File: src/rtl/pll_lock_reset_seq.sv
// Purpose: qualifies up to NUM_LOCKS PLL lock inputs (synchronise, filter, hold-off) and then releases the fabric reset.
// Latency: release at E(SYNC_STAGES+LOCK_FILTER+RST_HOLD) after locks go high; the reset asserts at F(SYNC_STAGES) after any lock drops.
// Backpressure: none; this is a free-running monitor. Status flags are sticky until CLR_STATUS.
//
// Ports:
//   CLK            fabric clock, rising edge only
//   RESETN         synchronous active-low reset
//   PLL_LOCK       asynchronous lock indications, one per PLL
//   CLR_STATUS     single-cycle pulse that clears LOCK_LOST and LOSS_COUNT
//   FABRIC_RESET_N active-low fabric reset; high only in RUN
//   ALL_LOCKED     AND of the synchronised lock bits
//   LOCK_LOST      sticky per-channel loss-of-lock flags (set on RUN exit)
//   LOSS_COUNT     saturating count of RUN-state loss events
//   SEQ_STATE      0 WAIT_LOCK, 1 FILTER, 2 HOLD, 3 RUN
module pll_lock_reset_seq #(
  parameter int NUM_LOCKS   = 1,
  parameter int SYNC_STAGES = 2,
  parameter int LOCK_FILTER = 16,
  parameter int RST_HOLD    = 64,
  parameter int CNT_W       = 8
) (
  input  logic                 CLK,
  input  logic                 RESETN,
  input  logic [NUM_LOCKS-1:0] PLL_LOCK,
  input  logic                 CLR_STATUS,
  output logic                 FABRIC_RESET_N,
  output logic                 ALL_LOCKED,
  output logic [NUM_LOCKS-1:0] LOCK_LOST,
  output logic [CNT_W-1:0]     LOSS_COUNT,
  output logic [1:0]           SEQ_STATE
);

  // FILTER and HOLD share a single phase counter sized for the longer of the two.
  localparam int MAX_PH = (LOCK_FILTER > RST_HOLD) ? LOCK_FILTER : RST_HOLD;
  localparam int PH_W   = (MAX_PH > 1) ? $clog2(MAX_PH) : 1;
  localparam logic [PH_W-1:0]  FILT_LAST = PH_W'(LOCK_FILTER - 1);
  localparam logic [PH_W-1:0]  HOLD_LAST = PH_W'(RST_HOLD - 1);
  localparam logic [CNT_W-1:0] CNT_MAX   = '1;

  typedef enum logic [1:0] {
    ST_WAIT   = 2'd0,
    ST_FILTER = 2'd1,
    ST_HOLD   = 2'd2,
    ST_RUN    = 2'd3
  } state_t;

  logic [NUM_LOCKS-1:0][SYNC_STAGES-1:0] sync_q;
  logic [NUM_LOCKS-1:0]                  lk_s;
  logic                                  all_s;
  state_t                                state;
  logic [PH_W-1:0]                       ph_cnt;

  // Per-channel synchroniser chains; bit 0 is the first (metastable) stage.
  always_ff @(posedge CLK) begin
    if (!RESETN) begin
      sync_q <= '0;
    end else begin
      for (int i = 0; i < NUM_LOCKS; i++) begin
        sync_q[i] <= {sync_q[i][SYNC_STAGES-2:0], PLL_LOCK[i]};
      end
    end
  end

  always_comb begin
    lk_s = '0;
    for (int i = 0; i < NUM_LOCKS; i++) begin
      lk_s[i] = sync_q[i][SYNC_STAGES-1];
    end
  end

  assign all_s      = &lk_s;
  assign ALL_LOCKED = all_s;
  assign SEQ_STATE  = state;

  always_ff @(posedge CLK) begin
    if (!RESETN) begin
      state          <= ST_WAIT;
      ph_cnt         <= '0;
      FABRIC_RESET_N <= 1'b0;
      LOCK_LOST      <= '0;
      LOSS_COUNT     <= '0;
    end else begin
      // A clear is applied first; a loss event on the same edge overrides it below.
      if (CLR_STATUS) begin
        LOCK_LOST  <= '0;
        LOSS_COUNT <= '0;
      end

      case (state)
        ST_WAIT: begin
          if (all_s) begin
            state  <= ST_FILTER;
            ph_cnt <= '0;
          end
        end

        // Drops during qualification just restart the sequence; they are not losses.
        ST_FILTER: begin
          if (!all_s) begin
            state <= ST_WAIT;
          end else if (ph_cnt == FILT_LAST) begin
            state  <= ST_HOLD;
            ph_cnt <= '0;
          end else begin
            ph_cnt <= ph_cnt + 1'b1;
          end
        end

        ST_HOLD: begin
          if (!all_s) begin
            state <= ST_WAIT;
          end else if (ph_cnt == HOLD_LAST) begin
            state          <= ST_RUN;
            FABRIC_RESET_N <= 1'b1;
          end else begin
            ph_cnt <= ph_cnt + 1'b1;
          end
        end

        ST_RUN: begin
          if (!all_s) begin
            state          <= ST_WAIT;
            FABRIC_RESET_N <= 1'b0;
            LOCK_LOST      <= (CLR_STATUS ? '0 : LOCK_LOST) | ~lk_s;
            if (CLR_STATUS) begin
              LOSS_COUNT <= CNT_W'(1);
            end else if (LOSS_COUNT != CNT_MAX) begin
              LOSS_COUNT <= LOSS_COUNT + 1'b1;
            end
          end
        end

        default: state <= ST_WAIT;
      endcase
    end
  end

endmodule

File: config.mk
export PLATFORM = sky130hd
export DESIGN_NAME = pll_lock_reset_seq
export DESIGN_NICKNAME = d
export VERILOG_FILES = /design/src/rtl/pll_lock_reset_seq.sv
export SDC_FILE = /design/constraint.sdc
export NUM_CORES = 1
export LEC_CHECK = 0
export ABC_AREA = 0
export CAP_MARGIN = 10
export CORE_MARGIN = 2
export CORE_UTILIZATION = 45
export CTS_BUF_LIST = sky130_fd_sc_hd__clkbuf_2 sky130_fd_sc_hd__clkbuf_4 sky130_fd_sc_hd__clkbuf_8
export CTS_CLUSTER_DIAMETER = 80
export DETAILED_ROUTE_END_ITERATION = 10
export GPL_ROUTABILITY_DRIVEN = 0
export PLACE_DENSITY = 0.71
export SYNTH_ARGS = -nofsm -noshare
export SYNTH_HDL_FRONTEND = slang
export SYNTH_SLANG_ARGS = --single-unit
File: constraint.sdc
create_clock -name CLK -period 1.6 [get_ports CLK]
set_input_delay 0.16 -clock CLK [delete_from_list [all_inputs] [get_ports CLK]]
set_output_delay 0.16 -clock CLK [all_outputs]
set_load 0.01 [all_outputs]
==> results.py, run 1 <==
metrics = {
    "global_routing": {
        "grt_pass1_wl_um": 4570,
        "grt_remaining_overflow": 0,
        "grt_max_degree": 17,
        "antenna_found_initial": 0,
        "grt_usage_pct": 21.9,
        "grt_pass1_vias": 998,
    },
    "routing": {
        "viasPerCell": 5.62,
        "first_pass_iters": 4,
        "final_antenna_net_count": 0,
        "post_drt_wl_per_cell_um": 14.9,
        "vias": 1112,
        "drc": 0,
        "routed_wl_um": 2940,
        "drt-initial-drc-count": 32,
    },
    "timing": {
        "tightest_slew_ns": 0.303,
        "rsz0062_at_grt": "true",
        "finalHoldViolCount": 0,
        "setup_ws_ns": -0.000922,
        "skew_ns": 0.00489,
        "slew_violations": 0,
        "timing.hold.ws_ns": 0.421,
        "setup-tns-final_ns": -0.000922,
        "layout_min_cycle_time_ns": 1.60,
        "setup_violations": 1,
        "max_freq_ghz": 0.625,
        "period_share_pct": 100,
        "timing.max_slew.rel_slack_pct": 79.7,
    },
    "logic_synthesis": {
        "syn_nets": 140,
        "async_flop_share_pct": 0,
        "syn_area_per_cell_um2": 8.53,
        "syn-cell-area_mm2": 0.00111,
        "synth_ff_type": "dfxtp_1",
        "ys_ff_latch": 20,
        "yosys_warnings": 0,
        "synth_cell_types": 37,
        "synthCells": 130,
        "synth-edff-count": 0,
        "yosysSeqAreaShare_pct": 36.1,
    },
    "setup_path": {
        "setup.worst_path.class": "reg2reg",
        "required_ns": 1.84,
        "rr_worst_depth": 6,
        "crit_path_max_fanout": 5,
        "crit_arrival_ns": 1.84,
        "crit_path_start_kind": "register",
        "crit_path_end_kind": "register",
        "timing.rr.end": "ph_cnt[5]",
        "r2r_setup_slack_ns": -0.0009,
        "reg2reg_from": "SEQ_STATE[0]",
    },
    "power": {
        "ir_worst_vdd_v": 0.000675,
        "power-per-cell-area_mw_per_mm2": 631,
        "power.total_mw": 1.00,
        "power.leakage_nw": 0.570,
    },
    "cells_and_area": {
        "fillers": 183,
        "area_growth_pct": 43.5,
        "stdcell_count": 198,
        "final_nets": 181,
        "diodes": 0,
        "drive_gt1_share_pct": 29.4,
        "fin_util_pct": 69.9,
    },
    "clock_network": {
        "cts_sinks": 20,
        "cts.clk_slew.worst_paths_ns": 0.12,
        "clock-root-buffer": "clkbuf_4",
        "cts_tree": "done",
        "cts_made_buffers": 3,
        "clk_latency_ns": 0.30,
        "cts_max_path_buffers": 2,
        "htree_levels": 1,
    },
    "placement": {
        "dp_cells": 188,
        "portBuffers": 16,
        "place_hpwl_um": 1930,
    },
    "floorplan": {
        "num_rows": 17,
        "die_h_um": 53.6,
        "die-area_mm2": 0.00288,
        "start_util_pct": 48.7,
        "core_mm2": 0.00228,
        "io_pins": 17,
        "fp.dieW_um": 53.6,
    },
    "hold_path": {
        "min_to": "sync_q[0]",
        "min_path_type": "in2reg",
        "min_path_cells": 2,
        "hold_start": "PLL_LOCK",
    },
    "job": {
        "maxCapViolations": 0,
    },
    "outcome": {
        "violations": "negative setup slack",
        "outcome": "finished with violations",
    },
}
==> Yosys cell counts, types with 3 or more instances <==
cell type / count / share of area [%]
nand2_1: 13 / 4.4
a21oi_1: 5 / 2.3
ha_1: 6 / 6.8
mux2i_1: 3 / 2.7
a31oi_1: 4 / 2.3
nand3b_1: 3 / 2.0
a21boi_0: 3 / 2.0
dfxtp_1: 20 / 36
o21ai_0: 6 / 2.7
nand2b_1: 6 / 3.4
nand3_1: 7 / 3.2
nor2_1: 9 / 3.0
nor3_1: 7 / 3.2
inv_1: 4 / 1.4
==> final cells by class <==
cell class / count / area, um2 / share of cell area [%]
clock inverters: 1 / 30.0 / 1.89
well taps: 28 / 35.0 / 2.20
multi-input cells: 103 / 733 / 46.1
flip-flops and latches: 20 / 412 / 25.9
repair buffers: 39 / 340 / 21.4
inverters: 4 / 17.5 / 1.10
clock buffers: 3 / 22.5 / 1.42
==> stage by stage <==
step,setup WS [ns],area (um2)
final,-0.000922,1590
after global routing,-0.0817,1590
after CTS,-0.00559,1520
after detailed placement,-0.0609,1420
after global placement,-0.0135,1420
after floorplan,-0.0146,1120
==> sequential cells by signal, summed over array words and instances, names as in the netlist <==
signal,count
sync_q,2
ph_cnt,6
FABRIC_RESET_N,1
SEQ_STATE,2
LOSS_COUNT,8
LOCK_LOST,1
==> critical path: stages, from the launching register on <==
cell	delay, ns
dfxtp_4	0.41
inv_4	0.06
ha_4	0.25
o21ai_1	0.08
buf_4	0.16
or4_1	0.46
a21boi_1	0.13
==> how the worst max path moves through the flow <==
stage / from / depth (start not counted) / slack, ns / to
2_1_floorplan: SEQ_STATE[1] / 7 / -0.01 / ph_cnt[5]
3_3_place_gp: SEQ_STATE[0] / 6 / -0.01 / ph_cnt[5]
3_5_place_dp: ph_cnt[1] / 5 / -0.06 / SEQ_STATE[1]
4_1_cts: ph_cnt[1] / 5 / -0.006 / SEQ_STATE[1]
5_1_grt: SEQ_STATE[0] / 6 / -0.08 / ph_cnt[5]
6_report: SEQ_STATE[0] / 6 / -0.0009 / ph_cnt[5]
==> report_power, final <==
group | internal [mW] | leakage (nW) | switching [mW]
registers | 0.499 | 0.165 | 0.00670
clock network | 0.253 | 0.0279 | 0.164
logic | 0.0434 | 0.377 | 0.0361
total | 0.796 | 0.570 | 0.207
==> placed cells by master, fill, tap and decap left out, types with 3 or more instances in the layout <==
cell type,n
buf_4,21
clkdlybuf4s50_1,16
dfxtp_1,15
nand2_1,12
nor2_1,9
nor3_1,7
nand3_1,6
nand2b_1,6
a21oi_1,5
o21ai_0,4
a31oi_1,3
mux2i_1,3
nand3b_1,3
clkbuf_4,3
dfxtp_2,3
==> kinds of logic (layout without fill, tap and decap cells) <==
kind of cell             Yosys count  after routing  share of synthesized area (%)
multiplexers                       3              3                           2.71
AO/OA/AOI/OAI                     32             32                           20.5
buffers and inverters              7             47                           3.72
flip-flops                        20             20                           36.1
adder cells (fa/ha/maj)            6              6                           6.77
AND/OR/NAND/NOR                   62             62                           30.1
==> routing by layer <==
layer / share of wire [%] / track usage [%] / vias to the layer above
li1: - / - / 557
met1: 44 / 26.6 / 524
met2: 51 / 39.3 / 29
met3: 4.1 / 5.83 / 2
met4: 0.48 / 2.99 / 0
met5: 0 / 0 / -
==> what timing repair did <==
item,4_1_cts,5_1_grt
setup buffers,3,3
endpoints found under the hold margin,0,0
hold buffers,0,0
setup endpoints to repair,9,9
resized for setup,8,14
pin swaps,4,5
Power figures use the tool's default switching activity.
==> run 2, diff against run 1 <==
--- a/config.mk
+++ b/config.mk
@@ -6,7 +6,6 @@
 export NUM_CORES = 1
 export LEC_CHECK = 0
 export ABC_AREA = 0
-export CAP_MARGIN = 10
 export CORE_MARGIN = 2
 export CORE_UTILIZATION = 45
 export CTS_BUF_LIST = sky130_fd_sc_hd__clkbuf_2 sky130_fd_sc_hd__clkbuf_4 sky130_fd_sc_hd__clkbuf_8
==> results of run 2 <==
The final DEF is identical to that of run 1; final timing and power are the same.
